`config.mk`:
```
export PLATFORM = sky130hd
export DESIGN_NAME = adc_spi_responder_flat
export DESIGN_NICKNAME = d
export VERILOG_FILES = /design/src/rtl/adc_spi_responder_pkg.sv /design/src/rtl/adc_spi_responder_if.sv /design/src/rtl/adc_spi_responder_spi_sync_edge.sv /design/src/rtl/adc_spi_responder.sv /design/src/flat_wrapper.sv
export SDC_FILE = /design/constraint.sdc
export NUM_CORES = 1
export LEC_CHECK = 0
export BUFFER_PORTS_ARGS = -buffer_cell sky130_fd_sc_hd__buf_2
export CAP_MARGIN = 5
export CORE_UTILIZATION = 45
export CTS_BUF_LIST = sky130_fd_sc_hd__clkbuf_8 sky130_fd_sc_hd__clkbuf_16
export DETAILED_ROUTE_END_ITERATION = 6
export PLACE_DENSITY = 0.69
export RECOVER_POWER = 100
export SYNTH_ARGS = -nofsm -noshare
export SYNTH_HDL_FRONTEND = slang
export SYNTH_SLANG_ARGS = --single-unit
```
`constraint.sdc`:
```
create_clock -name clk -period 1.99 [get_ports clk]
set_clock_uncertainty 0.1 [all_clocks]
set_input_delay 0.199 -clock clk [delete_from_list [all_inputs] [get_ports clk]]
set_output_delay 0.199 -clock clk [all_outputs]
set_load 0.01 [all_outputs]
```
`src/rtl/adc_spi_responder_pkg.sv`:
```
// Shared SPI link constants and responder FSM encoding, also used by the adc block.
package adc_spi_responder_pkg;

  localparam int   ADC_SAMPLE_WIDTH = 24;

  // SPI mode 0: SCLK idles low, master samples on the rising edge.
  localparam logic SPI_CPOL    = 1'b0;
  localparam logic SPI_CPHA    = 1'b0;
  localparam logic SPI_CS_IDLE = 1'b1;

  typedef enum logic [1:0] {
    ST_IDLE  = 2'd0,
    ST_SHIFT = 2'd1,
    ST_DONE  = 2'd2
  } spi_state_t;

endpackage

```
`src/rtl/adc_spi_responder_if.sv`:
```
// Sample stream plus SPI pins between the adc master side and the responder.
interface adc_spi_responder_if #(
  parameter int TDATA_WIDTH = 32
);
  logic                   s_axis_tvalid;
  logic [TDATA_WIDTH-1:0] s_axis_tdata;
  logic                   s_axis_tready;
  logic                   s_spi_clk;
  logic                   s_spi_cs;
  logic                   s_spi_miso;

  modport master (
    output s_axis_tvalid, s_axis_tdata, s_spi_clk, s_spi_cs,
    input  s_axis_tready, s_spi_miso
  );

  modport slave (
    input  s_axis_tvalid, s_axis_tdata, s_spi_clk, s_spi_cs,
    output s_axis_tready, s_spi_miso
  );
endinterface

```
`src/rtl/adc_spi_responder_spi_sync_edge.sv`:
```
// Multi-flop synchronizer for an async pin with rise/fall strobes on the synchronized level.
// Strobes are valid STAGES clk after the raw transition; reset presets the chain to the pin's idle level.
module spi_sync_edge #(
  parameter int   STAGES    = 2,
  parameter logic RESET_VAL = 1'b0
) (
  input  logic clk,
  input  logic reset,
  input  logic din,
  output logic rise,
  output logic fall
);

  logic [STAGES-1:0] chain;
  logic              dly;

  always_ff @(posedge clk) begin
    if (reset) begin
      chain <= {STAGES{RESET_VAL}};
      dly   <= RESET_VAL;
    end else begin
      chain <= {chain[STAGES-2:0], din};
      dly   <= chain[STAGES-1];
    end
  end

  assign rise = chain[STAGES-1] & ~dly;
  assign fall = ~chain[STAGES-1] & dly;

endmodule

```
`src/rtl/adc_spi_responder.sv`:
```
// SPI responder emulating the ADC: shifts held samples MSB-first on MISO, SYNC_STAGES+1 clk after a pin edge.
// s_axis_tready drops while a sample is held and reopens in the cycle that sample is loaded into a frame.
module adc_spi_responder
  import adc_spi_responder_pkg::*;
#(
  parameter int                    SAMPLE_WIDTH         = ADC_SAMPLE_WIDTH,
  parameter int                    C_S_AXIS_TDATA_WIDTH = 32,
  parameter int                    SYNC_STAGES          = 2,
  parameter logic [SAMPLE_WIDTH-1:0] IDLE_PATTERN       = '0,
  parameter int                    CNT_WIDTH            = 16
) (
  input  logic                 clk,
  input  logic                 reset,
  adc_spi_responder_if.slave   bus,
  output logic                 frame_done,
  output logic                 underrun,
  output logic [CNT_WIDTH-1:0] underrun_cnt,
  output logic [CNT_WIDTH-1:0] frame_cnt
);

  localparam int                BCW      = (SAMPLE_WIDTH > 1) ? $clog2(SAMPLE_WIDTH) : 1;
  localparam logic [BCW-1:0]    LAST_BIT = BCW'(SAMPLE_WIDTH - 1);

  if (C_S_AXIS_TDATA_WIDTH < SAMPLE_WIDTH || SYNC_STAGES < 2) begin : g_param_check
    $fatal(1, "adc_spi_responder: tdata narrower than sample or SYNC_STAGES < 2");
  end

  spi_state_t              state, state_nxt;
  logic [SAMPLE_WIDTH-1:0] shreg, shreg_nxt, hold_data;
  logic [BCW-1:0]          bitcnt, bitcnt_nxt;
  logic                    hold_valid, load_now, tready;
  logic                    done_nxt, under_nxt, miso_q, miso_nxt;
  logic                    sclk_rise, sclk_fall, cs_rise, cs_fall;

  spi_sync_edge #(.STAGES(SYNC_STAGES), .RESET_VAL(SPI_CPOL)) u_sync_sclk (
    .clk(clk), .reset(reset), .din(bus.s_spi_clk), .rise(sclk_rise), .fall(sclk_fall)
  );

  spi_sync_edge #(.STAGES(SYNC_STAGES), .RESET_VAL(SPI_CS_IDLE)) u_sync_cs (
    .clk(clk), .reset(reset), .din(bus.s_spi_cs), .rise(cs_rise), .fall(cs_fall)
  );

  always_ff @(posedge clk) begin
    if (reset) state <= ST_IDLE;
    else       state <= state_nxt;
  end

  // CS edges take priority over a coincident SCLK fall in every state.
  always_comb begin
    state_nxt  = state;
    shreg_nxt  = shreg;
    bitcnt_nxt = bitcnt;
    load_now   = 1'b0;
    done_nxt   = 1'b0;
    under_nxt  = 1'b0;
    case (state)
      ST_IDLE: begin
        if (cs_fall) begin
          load_now   = 1'b1;
          state_nxt  = ST_SHIFT;
          shreg_nxt  = hold_valid ? hold_data : IDLE_PATTERN;
          under_nxt  = ~hold_valid;
          bitcnt_nxt = LAST_BIT;
        end
      end
      ST_SHIFT: begin
        if (cs_rise) begin
          state_nxt = ST_IDLE;
        end else if (sclk_fall) begin
          shreg_nxt = shreg << 1;
          if (bitcnt == '0) begin
            state_nxt = ST_DONE;
            done_nxt  = 1'b1;
          end else begin
            bitcnt_nxt = bitcnt - 1'b1;
          end
        end
      end
      ST_DONE: begin
        if (cs_rise)        state_nxt = ST_IDLE;
        else if (sclk_fall) shreg_nxt = shreg << 1;
      end
      default: state_nxt = ST_IDLE;
    endcase
    miso_nxt = (state_nxt != ST_IDLE) & shreg_nxt[SAMPLE_WIDTH-1];
  end

  assign tready            = ~hold_valid | load_now;
  assign bus.s_axis_tready = tready;
  assign bus.s_spi_miso    = miso_q;

  always_ff @(posedge clk) begin
    if (reset) begin
      shreg        <= '0;
      bitcnt       <= '0;
      hold_valid   <= 1'b0;
      hold_data    <= '0;
      miso_q       <= 1'b0;
      frame_done   <= 1'b0;
      underrun     <= 1'b0;
      frame_cnt    <= '0;
      underrun_cnt <= '0;
    end else begin
      shreg      <= shreg_nxt;
      bitcnt     <= bitcnt_nxt;
      miso_q     <= miso_nxt;
      frame_done <= done_nxt;
      underrun   <= under_nxt;
      if (done_nxt)
        frame_cnt <= frame_cnt + 1'b1;
      if (under_nxt && underrun_cnt != {CNT_WIDTH{1'b1}})
        underrun_cnt <= underrun_cnt + 1'b1;
      // A new sample may enter in the same cycle the old one is loaded.
      if (bus.s_axis_tvalid && tready) begin
        hold_data  <= bus.s_axis_tdata[SAMPLE_WIDTH-1:0];
        hold_valid <= 1'b1;
      end else if (load_now) begin
        hold_valid <= 1'b0;
      end
    end
  end

endmodule
```
`src/flat_wrapper.sv`:
```
// flat-port wrapper written by rule: the top's interface ports become plain ports
module adc_spi_responder_flat import adc_spi_responder_pkg::*;
#(
  parameter int                    SAMPLE_WIDTH         = ADC_SAMPLE_WIDTH,
  parameter int                    C_S_AXIS_TDATA_WIDTH = 32,
  parameter int                    SYNC_STAGES          = 2,
  parameter logic [SAMPLE_WIDTH-1:0] IDLE_PATTERN       = '0,
  parameter int                    CNT_WIDTH            = 16
)
  (clk, reset, frame_done, underrun, underrun_cnt, frame_cnt, bus_s_axis_tvalid, bus_s_axis_tdata, bus_s_spi_clk, bus_s_spi_cs, bus_s_axis_tready, bus_s_spi_miso);
  adc_spi_responder_if bus_i ();
  input  logic clk;
  input  logic reset;
  output logic frame_done;
  output logic underrun;
  output logic [CNT_WIDTH-1:0] underrun_cnt;
  output logic [CNT_WIDTH-1:0] frame_cnt;
  input wire logic [$bits(bus_i.s_axis_tvalid)-1:0] bus_s_axis_tvalid;
  input wire logic [$bits(bus_i.s_axis_tdata)-1:0] bus_s_axis_tdata;
  input wire logic [$bits(bus_i.s_spi_clk)-1:0] bus_s_spi_clk;
  input wire logic [$bits(bus_i.s_spi_cs)-1:0] bus_s_spi_cs;
  output wire logic [$bits(bus_i.s_axis_tready)-1:0] bus_s_axis_tready;
  output wire logic [$bits(bus_i.s_spi_miso)-1:0] bus_s_spi_miso;
  assign bus_i.s_axis_tvalid = bus_s_axis_tvalid;
  assign bus_i.s_axis_tdata = bus_s_axis_tdata;
  assign bus_i.s_spi_clk = bus_s_spi_clk;
  assign bus_i.s_spi_cs = bus_s_spi_cs;
  assign bus_s_axis_tready = bus_i.s_axis_tready;
  assign bus_s_spi_miso = bus_i.s_spi_miso;
  adc_spi_responder #(.SAMPLE_WIDTH(SAMPLE_WIDTH), .C_S_AXIS_TDATA_WIDTH(C_S_AXIS_TDATA_WIDTH), .SYNC_STAGES(SYNC_STAGES), .IDLE_PATTERN(IDLE_PATTERN), .CNT_WIDTH(CNT_WIDTH)) u_core (.clk(clk), .reset(reset), .bus(bus_i), .frame_done(frame_done), .underrun(underrun), .underrun_cnt(underrun_cnt), .frame_cnt(frame_cnt));
endmodule
```
==> out/metrics.csv <==
metric,value,unit
status,completed,
io_buffers,64,
setup-violations-final,0,
finalCriticalPeriod,1980,ps
required,2100,ps
rsz0062_at_grt,true,
fin_area,5560,sq um
firstDrtPassIters,4,
r2r_setup_slack,10,ps
cts_sinks,97,
ir_worst_vdd,0.404,mV
grt_pass1_vias,3513,
startpoint_type,flip-flop,
fp.dieW,98.8,um
grt_overflow_total,0,
power_density,743,nW/um^2
drv_slew,0,
gp_congestion,0.824,
critPathKind,reg2reg,
worstPathCellList,inv_2 -> ha_4 -> nor2b_1 -> o21a_1 -> a2111oi_4 -> buf_6 -> buf_4 -> clkbuf_16 -> a211oi_1,
worstReg2RegEnd,u_core.shreg[5],
area_growth_syn_to_layout,31.6,%
period_share,99.5,%
cpPeakStageDelay,340,ps
drc_errors,0,
initial_utilization,47.5,%
finalPower,4.13,mW
synth_seq_cells,97,
synth_area_per_cell,8.81,sq um
hold_start,reset,
vias_per_cell,5.35,
cts_tree,built,
ant_nets,0,
path_max_fanout,7,
finalWirelength,9.82,mm
synth_area_leaders,"dfxtp_1, nor2_1, nand2_1",
slew_headroom,33.8,%
root_buffer,clkbuf_8,
grt_use_total,19.7,%
grt_pass1_wl,15.7,mm
min_delay_worst_endpoint,u_core.frame_cnt[0],
synth.distinct_cells,49,
fill_cells,745,
die_y,98.8,um
antenna_found_initial,0,
grt_max_degree,37,
final_nets,634,
yosysSeqAreaShare,46.0,%
seqCellArea,1950,sq um
htree_levels,3,
insertion_delay,360,ps
yosys.area.top_type,dfxtp_1,
synthCells,479,
synth_warnings,0,
hold_path_class,in2reg,
io_pins,73,
path_clk_slew,100,ps
dpl_cell_area,4770,sq um
hold_depth,2,
routedWlPerCell,14.0,um
synth_area,4220,sq um
drt_iter0_drc,127,
max_freq,505,MHz
hold_viol,0,
dieArea,9770,sq um
final.setup.worst_slack,10.6,ps
cap_violations,0,
r2r_start,u_core.state[0],
p_leak,2.00,nW
synth.top_cell.area_share,46.0,%
synth_nets,524,
dp_hpwl,5.81,mm
crit_arrival,2090,ps
cpMaxStageDelayCell,dfxtp_2,
core_area,8890,sq um
antenna_cells,0,
end_kind,flip-flop,
drive_gt1_share,22.2,%
worst_pin_slew,993,ps
vias,3758,
pre_cts_ws,-67.7,ps
cts_buffers,9,
reg2reg_depth,9,
clockBufferDepth,2,
rows,34,
post-route-util,62.5,%
multi_input_area,2230,sq um
## where the power goes
group,switching (mW),internal (mW)
registers,0.0521,2.02
clock network,0.717,0.850
logic,0.236,0.253
## state kept, by name, indices dropped and copies added, names as in the netlist, 2 cells and up
signal / cells
u_core.hold_data: 24
u_core.u_sync_sclk.chain: 2
u_core.u_sync_cs.chain: 2
u_core.shreg: 24
u_core.frame_cnt: 16
u_core.underrun_cnt: 16
u_core.bitcnt: 5
u_core.state: 2
## logic make-up after synthesis
kind of cell             count (synthesis)  share of synthesized area [%]
buffers and inverters                   40                           4.06
AO/OA/AOI/OAI                           96                           16.1
multiplexers                             2                          0.474
XOR/XNOR                                26                           5.40
adder cells (fa/ha/maj)                  9                           2.61
flip-flops                              97                           46.0
AND/OR/NAND/NOR                        209                           25.4
## how the worst max path moves through the flow
| stage | from | to | slack, ps | cells after the start |
|---|---|---|---|---|
| 4_1_cts | u_core.state[1] | u_core.underrun_cnt[10] | -7 | 7 |
| 2_1_floorplan | u_core.state[0] | u_core.shreg[14] | 3 | 9 |
| 3_3_place_gp | u_core.state[0] | u_core.shreg[1] | -2 | 8 |
| 5_1_grt | u_core.state[0] | u_core.underrun_cnt[10] | -70 | 7 |
| 6_report | u_core.state[0] | u_core.shreg[5] | 10 | 9 |
| 3_5_place_dp | u_core.state[0] | u_core.shreg[12] | -70 | 8 |
## routing by layer
layer / vias to the layer above / routed length [um] / GRT usage, %
li1: 1891 / - / -
met1: 1785 / 4600 / 25.0
met2: 70 / 4770 / 33.4
met3: 12 / 301 / 3.05
met4: 0 / 146 / 7.92
met5: - / 0 / 0
## final cells by class
cell class	count	area share [%]
multi-input cells	343	40.2
flip-flops and latches	97	35.0
repair buffers	128	17.2
well taps	108	2.43
clock inverters	7	2.27
clock buffers	9	2.23
inverters	10	0.721
## cell usage after synthesis, drive strengths merged
library cell  number
dfxtp             97
nor2              63
nand2             61
a21oi             33
xnor2             24
a211oi            23
a22oi             23
nor3              20
clkbuf            17
buf               13
nand3             13
inv               10
o21ai             10
ha                 8
nand4              7
nor2b              6
nand2b             5
nor4               5
or3                5
or2                4
and2               3
and3b              3
and4               3
nor4b              3
a311oi             2
mux2i              2
nand3b             2
xor2               2
a2111oi            1
and3               1
and4bb             1
maj3               1
nand4bb            1
nor3b              1
o21a               1
o21ba              1
o221a              1
o22a               1
or4                1
or4b               1
## what timing repair did
action | in CTS | in global routing
hold endpoints to repair | 27 | 0
hold buffers | 27 | 0
cloned | 1 | 6
gates resized for setup | 5 | 28
buffers inserted | 1 | 6
setup endpoints to repair | 49 | 48
pin swaps | 1 | 20
## metrics by stage
stage / hold slack, ps / std cells / setup TNS (ps)
2_1_floorplan: 203 / 479 / 0
6_report: 51.7 / 702 / 0
3_3_place_gp: 298 / 645 / -1.74
5_1_grt: 63.9 / 702 / -804
4_1_cts: 50.1 / 690 / -7.21
3_5_place_dp: 302 / 645 / -722
## layout by cell type, fill, tap and decap left out, drive strengths merged, types with 6 or more instances in the layout
cell	Yosys	final
dfxtp	97	97
nand4	7	8
clkbuf	17	48
nor2b	6	6
nor3	20	20
a211oi	23	23
o21ai	10	10
nand3	13	13
nand2	61	61
ha	8	8
xnor2	24	24
a21oi	33	33
nor2	63	63
buf	13	62
dlygate4sd3	0	27
inv	10	12
a22oi	23	23
## worst max-delay path, delay by kind of cell, from the launching register on
kind | cells | cell delay [ps]
AO/OA/AOI/OAI | 3 | 480
adder cells (fa/ha/maj) | 1 | 230
buffers and inverters | 4 | 560
flip-flops | 1 | 340
AND/OR/NAND/NOR | 1 | 120
Power figures use the tool's default switching activity.
